## config.mk

```make
export PLATFORM = sky130hd
export DESIGN_NAME = seven_seg_scanner_flat
export DESIGN_NICKNAME = d
export VERILOG_FILES = /design/src/rtl/seven_seg_scanner_if.sv /design/src/rtl/seven_seg_scanner.sv /design/src/flat_wrapper.sv
export SDC_FILE = /design/constraint.sdc
export NUM_CORES = 1
export LEC_CHECK = 0
export ABC_AREA = 1
export CORE_AREA = 2 2 75 148
export CTS_BUF_LIST = sky130_fd_sc_hd__clkbuf_4 sky130_fd_sc_hd__clkbuf_8 sky130_fd_sc_hd__clkbuf_16
export DETAILED_ROUTE_END_ITERATION = 10
export DIE_AREA = 0 0 77 150
export PLACE_DENSITY_LB_ADDON = 0.2
export SYNTH_ARGS = -nofsm -noshare
export SYNTH_HDL_FRONTEND = slang
export SYNTH_SLANG_ARGS = --single-unit
```

## constraint.sdc

```tcl
create_clock -name clk -period 1.44 [get_ports clk]
set_input_delay 0.432 -clock clk [delete_from_list [all_inputs] [get_ports clk]]
set_output_delay 0.432 -clock clk [all_outputs]
set_load 0.02 [all_outputs]
```

## src/rtl/seven_seg_scanner_if.sv

```systemverilog
// Bundle of the load/pattern inputs and board-pin outputs of the seven-segment scanner.
// SCAN_BLINK_EN adds the per-digit blinkMask input.
interface seven_seg_scanner_if #(
  parameter int NUM_DIGITS = 4
);
  logic                    load;
  logic [7*NUM_DIGITS-1:0] segIn;
  logic [NUM_DIGITS-1:0]   digitEn;
`ifdef SCAN_BLINK_EN
  logic [NUM_DIGITS-1:0]   blinkMask;
`endif
  logic [NUM_DIGITS-1:0]   anode;
  logic [6:0]              cathode;
  logic                    scanTick;

`ifdef SCAN_BLINK_EN
  modport master (output load, segIn, digitEn, blinkMask, input anode, cathode, scanTick);
  modport slave  (input load, segIn, digitEn, blinkMask, output anode, cathode, scanTick);
`else
  modport master (output load, segIn, digitEn, input anode, cathode, scanTick);
  modport slave  (input load, segIn, digitEn, output anode, cathode, scanTick);
`endif
endinterface

```

## src/rtl/seven_seg_scanner.sv

```systemverilog
// Time-multiplexed seven-segment driver: prescaled slot counter, guard cycle per slot,
// per-digit enable. Optional blink phase when SCAN_BLINK_EN is defined.
module seven_seg_scanner #(
  parameter int NUM_DIGITS = 4,
  parameter int PRESCALE   = 50000,
  parameter int ACTIVE_LOW = 1
`ifdef SCAN_BLINK_EN
  , parameter int BLINK_FRAMES = 64
`endif
) (
  input  logic               clk,
  input  logic               rst_n,
  seven_seg_scanner_if.slave bus
);
  localparam int CW = $clog2(PRESCALE);
  localparam int IW = $clog2(NUM_DIGITS);
  localparam logic [CW-1:0] CNT_LAST = CW'(PRESCALE - 1);
  localparam logic [CW-1:0] CNT_PRE  = CW'(PRESCALE - 2);
  localparam logic [IW-1:0] IDX_LAST = IW'(NUM_DIGITS - 1);
  localparam bit INV = (ACTIVE_LOW != 0);

  logic [CW-1:0]           cnt;
  logic [IW-1:0]           idx;
  logic [7*NUM_DIGITS-1:0] hold;
  logic [6:0]              digit [NUM_DIGITS];
  logic                    slot_end;
  logic                    dark;
  logic                    lit;
  logic [NUM_DIGITS-1:0]   an_on;
  logic [6:0]              seg_on;

  for (genvar i = 0; i < NUM_DIGITS; i++) begin : g_dig
    assign digit[i] = hold[7*i +: 7];
  end

  assign slot_end = (cnt == CNT_LAST);

`ifdef SCAN_BLINK_EN
  localparam int FW = $clog2(BLINK_FRAMES + 1);
  logic [FW-1:0] frames;
  logic          phase;

  always_ff @(posedge clk) begin
    if (!rst_n) begin
      frames <= '0;
      phase  <= 1'b0;
    end else if (slot_end && (idx == IDX_LAST)) begin
      if (frames == FW'(BLINK_FRAMES - 1)) begin
        frames <= '0;
        phase  <= ~phase;
      end else begin
        frames <= frames + FW'(1);
      end
    end
  end

  assign dark = phase & bus.blinkMask[idx];
`else
  assign dark = 1'b0;
`endif

  // Cycle 0 of every slot is the anti-ghost guard; disabled digits still consume their slot.
  always_comb begin
    lit    = 1'b0;
    an_on  = '0;
    seg_on = '0;
    if ((cnt != '0) && bus.digitEn[idx] && !dark) begin
      lit = 1'b1;
    end
    if (lit) begin
      an_on  = NUM_DIGITS'(1) << idx;
      seg_on = digit[idx];
    end
  end

  always_ff @(posedge clk) begin
    if (!rst_n) begin
      cnt          <= '0;
      idx          <= '0;
      hold         <= '0;
      bus.anode    <= {NUM_DIGITS{INV}};
      bus.cathode  <= {7{INV}};
      bus.scanTick <= 1'b0;
    end else begin
      if (slot_end) begin
        cnt <= '0;
        idx <= (idx == IDX_LAST) ? '0 : idx + IW'(1);
      end else begin
        cnt <= cnt + CW'(1);
      end
      if (bus.load) begin
        hold <= bus.segIn;
      end
      bus.anode    <= INV ? ~an_on  : an_on;
      bus.cathode  <= INV ? ~seg_on : seg_on;
      // Registered one early so the pulse coincides with cnt == PRESCALE-1.
      bus.scanTick <= (cnt == CNT_PRE);
    end
  end
endmodule

```

## src/flat_wrapper.sv

```systemverilog
// flat-port wrapper written by rule: the top's interface ports become plain ports
module seven_seg_scanner_flat 
#(
  parameter int NUM_DIGITS = 4,
  parameter int PRESCALE   = 50000,
  parameter int ACTIVE_LOW = 1

)
  (clk, rst_n, bus_load, bus_segIn, bus_digitEn, bus_anode, bus_cathode, bus_scanTick);
  seven_seg_scanner_if #(.NUM_DIGITS(NUM_DIGITS)) bus_i ();
  input  logic clk;
  input  logic rst_n;
  input wire logic [$bits(bus_i.load)-1:0] bus_load;
  input wire logic [$bits(bus_i.segIn)-1:0] bus_segIn;
  input wire logic [$bits(bus_i.digitEn)-1:0] bus_digitEn;
  output wire logic [$bits(bus_i.anode)-1:0] bus_anode;
  output wire logic [$bits(bus_i.cathode)-1:0] bus_cathode;
  output wire logic [$bits(bus_i.scanTick)-1:0] bus_scanTick;
  assign bus_i.load = bus_load;
  assign bus_i.segIn = bus_segIn;
  assign bus_i.digitEn = bus_digitEn;
  assign bus_anode = bus_i.anode;
  assign bus_cathode = bus_i.cathode;
  assign bus_scanTick = bus_i.scanTick;
  seven_seg_scanner #(.NUM_DIGITS(NUM_DIGITS), .PRESCALE(PRESCALE), .ACTIVE_LOW(ACTIVE_LOW)) u_core (.clk(clk), .rst_n(rst_n), .bus(bus_i));
endmodule
```

# Word-level counts from Yosys, hierarchy flattened
# Index checks and enable logic that the tools add are counted.
# op_classes
magnitude_cmp,2
n_shift,1
n_reduce_logical,3
n_eq_ne,3
bitwise,4
add_sub_neg,2
n_mux,9
# ops
cell,count
$eq 16x16->1 const B,2
$mux 7,3
$add 16x1->16 const B,1
$reduce_bool 16->1,1
$bmux 7 s2,1
$not 7->7,1
$mux 4,1
$not 4->4,1
$shl 1x2->4 const A,1
$ge 3x3->1 const B,1
$lt 2x3->1 const B,1
$not 2->3,1
$add 2x1->2 const B,1
$bmux 1 s2,1
$eq 2x2->1 const B,1
$mux 1,2
$mux 2,1
$reduce_or 2->1,1
$logic_and 1x1->1,1
$not 1->1,1
# word_totals
input_bits,35
reg_bits,58
out_inout_bits,12
word_cells,30

# Longest topological paths before layout
# depth
word_depth,6
ltp_mapped,8
ltp_nobuf,7

# Worst setup path before layout
# Ideal clock, no wire load.
# synth_path
path_type,register to register
from,reg u_core.cnt[1]
to,reg u_core.cnt[10]
synth_period_minus_slack_ns,1.307
path_buffers,1
stages_incl_launch_ff,8
slack_ns,0.133
setup_time_ns,0.122
required_time_ns,1.318
arrival_time_ns,1.186
path_cell_list,dfxtp_1 > ha_1 > nand3_2 > nor2_2 > nand2_2 > nand2_4 > buf_8 > a21oi_1
# synth_via
elab_chain_cells,2
elab_cells_between_ends,3
cone_classes,add/sub (1); eq/ne (1); reduce/logical (1)
# synth_lines
item,line,source
start: declaration,seven_seg_scanner.sv:22,logic [CW-1:0] cnt;
start signal: assignment,seven_seg_scanner.sv:89,cnt <= cnt + CW'(1);
"parallel branches: the longest is 2 deep, another holds $add 16x1->16",-,
# Several ways; the timed one is not identified.
# A chain may end at the register's enable or synchronous reset.

# Worst setup path in the final report
# layout_path
from,reg u_core.bus.cathode[4]
to,out bus_cathode[4]
# layout_rtl
item,line,source
start: declaration,seven_seg_scanner_if.sv:21,"modport slave (input load, segIn, digitEn, output anode, cathode, scanTick);"
start signal: assignment,seven_seg_scanner.sv:82,bus.cathode <= {7{INV}};
start signal: assignment,seven_seg_scanner.sv:95,bus.cathode <= INV ? ~seg_on : seg_on;
end: declaration,flat_wrapper.sv:17,output wire logic [$bits(bus_i.cathode)-1:0] bus_cathode;
# No word-level cell between the ends.

==> results <==
==> per-layer routing <==
metal | part of all wire [%] | track usage [%] | vias to the layer above
met1 | 37 | 12.4 | 1061
met3 | 3.6 | 3.32 | 8
met5 | 0 | 0 | -
met4 | 2.0 | 5.98 | 0
met2 | 57 | 25.4 | 46
li1 | - | - | 1250
==> kinds of logic (layout without fill, tap and decap cells) <==
| logic type | count (synthesis) | in the layout | synth area share (%) |
|---|---|---|---|
| compound gates | 57 | 57 | 11.3 |
| xor+xnor | 6 | 6 | 2.07 |
| fa+ha+maj | 7 | 7 | 3.45 |
| buf+inv | 33 | 93 | 5.86 |
| flops | 58 | 58 | 45.7 |
| simple gates | 191 | 191 | 31.6 |
==> Yosys cell counts, drive strengths merged <==
| library cell | instances | area share [%] |
|---|---|---|
| o21ai | 46 | 9.1 |
| a21oi | 10 | 2.0 |
| nand3 | 11 | 2.4 |
| nor4 | 1 | 0.25 |
| buf | 11 | 2.6 |
| ha | 7 | 3.4 |
| nand2 | 42 | 6.8 |
| inv | 17 | 2.5 |
| or2 | 1 | 0.25 |
| o21a | 1 | 0.30 |
| clkbuf | 5 | 0.74 |
| xor2 | 5 | 1.7 |
| xnor2 | 1 | 0.34 |
| nor2 | 120 | 18 |
| dfxtp | 58 | 46 |
| nand4 | 16 | 3.9 |
==> flip-flops by register name (all words and copies together), names as in the netlist <==
signal,cells
u_core.cnt,16
u_core.hold,28
u_core.bus.scanTick,1
u_core.bus.cathode,7
u_core.bus.anode,4
u_core.idx,2
==> where the power goes <==
group	internal [mW]	leakage, nW	switching, mW
clock network	1.40	0.147	0.709
registers	1.68	0.476	0.0443
logic	0.171	0.759	0.160
total	3.25	1.38	0.914
==> final cells by class <==
| class | instances | area (um2) | share of cell area, % |
|---|---|---|---|
| multi-input combinational | 261 | 1270 | 35.7 |
| sequential | 58 | 1160 | 32.6 |
| timing repair buffer | 62 | 602 | 16.9 |
| clock buffer | 11 | 253 | 7.10 |
| tap | 137 | 171 | 4.81 |
| inverter | 17 | 63.8 | 1.79 |
| clock inverter | 3 | 40.0 | 1.12 |
==> metrics by stage <==
stage | power [mW] | worst slack, ns
global placement | 2.08 | -0.125
detailed placement | 2.09 | -0.141
CTS | 4.22 | 0.000188
finish | 4.17 | 0.0296
global route | 4.34 | -0.00151
floorplan | 1.91 | 0.133
==> worst paths after layout <==
kind / cells after the start / endpoint / startpoint / slack (ns)
setup / recovery: 1 / bus_cathode[4] / u_core.bus.cathode[4]$_SDFF_PN1_ / 0.03
hold / removal: 2 / u_core.hold[13]$_SDFFE_PN0P_ / u_core.hold[13]$_SDFFE_PN0P_ / 0.49
setup reg to reg: 6 / u_core.cnt[15]$_SDFF_PP0_ / u_core.cnt[1]$_SDFF_PP0_ / 0.11
hold reg to reg: 2 / u_core.hold[13]$_SDFFE_PN0P_ / u_core.hold[13]$_SDFFE_PN0P_ / 0.49
==> cells in the final DEF (no fill, tap or decap), types with 6 or more instances in the layout <==
master	instances
a21oi_1	10
buf_4	13
clkbuf_16	9
clkdlybuf4s50_1	34
dfxtp_1	58
ha_1	6
inv_1	12
nand2_1	37
nand3_1	10
nand4_1	16
nor2_1	116
o21ai_0	45
==> out/summary.log <==
[run_status] run status finished, final reports clean
[place] count of buffers inserted at the top-level ports 46
[pwr] power per unit of standard cell area 1170 nW/um2
[drt] residual DRC count 0
[logic_synthesis] number of register bits inferred by synthesis 58
[finish] proportion of layout cells with a drive suffix above 1 11.9%
[logic_synthesis] number of distinct library cell variants in the gate-level netlist after synthesis 24
[pwr] Leakage 1.38 nW
[cts] Clock Pin Slew Worst Setup and Hold Paths 0.05 ns
[floorplan] effective utilization at floorplan 24.3%
[sta] actual slew at the worst max-slew pin 0.467 ns
[critical_path] delay-heaviest family, CP buffers and inverters
[critical_path] largest stage delay on the critical path 0.33 ns
[critical_path] Max FO, Critical Path 1
[cts] maximum level of the CTS H-tree 3
[sta] Clock Skew 0.00547 ns
[floorplan] die area 11600 um2
[drt] detailed-route wire length 7080 um
[logic_synthesis] Post-Syn Area per Cell 7.22 um2
[global_route] total gr overflow 0
[cts] buffer levels on the longest clock path 2
[drt] vias per cell 4.31
[critical_path] endpoint type of the worst setup path output pin
[place] standard cell area after detailed placement 3250 um2
[sta] Final Max Tran Viols 0
[sta] number of setup violations in the final report 0
[logic_synthesis] Seq/Total Area, Yosys 45.7%
[pwr] maximum vdd drop 631 uV
[logic_synthesis] synthesized area 2540 um2
[cts] cts bufs inserted 9
[sta] Tcrit/Tclk final 97.9%
[floorplan] Rows 53
[sta] final critical delay including setup and external delays 1.41 ns
[logic_synthesis] number of nets produced by synthesis 394
[job] total of max-cap violations 0
[cts] number of sinks driven by the clock tree 58
[cts] CTS Root Cell clkbuf_16
[drt] average wire length per cell after detail routing 12.9 um
[global_route] global-route wire length before repair 11300 um
[sta] hold violation count in the final report 0
[drt] number of violations reported at the end of detailed-routing iteration 0 63
[finish] Cell Count, Final, Fillers Out 549
[sta] tightest hold margin 0.490 ns
[critical_path] CP bufs+invs 1
[critical_path] critical path cell sequence dlygate4sd2_1
[critical_path] WP data arrival 0.98 ns
[drt] via count 2365
[finish] core occupancy in the finished layout 34.0%
[cts] cells resized by post-CTS repair 15
[critical_path] Critical-path top delay cell dlygate4sd2_1
[finish] number of inserted diodes 0
[critical_path] Worst Setup Start Kind register
[global_route] Tot GR Track Use 13.0%
[place] HPWL after DPL 5320 um
[logic_synthesis] Gate Count Post-Synth 352
[floorplan] Core ar. 10500 um2
[logic_synthesis] Yosys warning count 0
[finish] Total Nets Final 451
[critical_path] CP required 1.01 ns
[sta] Total Negative Setup Slacks 0 ns
[finish] final std cell area, no fill 3560 um2
[place] global placer's final weighted congestion 0.863
[sta] Max Clock Freq 0.709 GHz
[cts] clock tree from TritonCTS yes
[finish] Fillers 1210
[place] dpl cells 535
[sta] headroom to the max-slew limit 68.8%
[hold_path] min-delay worst type register to register
[floorplan] Die Width 77 um
[drt] drt first pass iters 4
[cts] Clock Latency Late Sink 0.33 ns
[critical_path] crit path kind register to output pin
[floorplan] Top Ports 47
[global_route] antenna violations before repair 0
[global_route] number of global-route vias before repair 2347
[global_route] pin count of the biggest net entering global routing 29
[cts] hold bufs inserted after CTS 0
[drt] Antenna Nets Post-Route 0
[floorplan] Chip Height 150 um
[finish] area growth from synthesis to layout 40.1%
[cts] post-CTS setup-driven buffer insertion count 0
No activity file was read; power rests on OpenSTA's default activity.
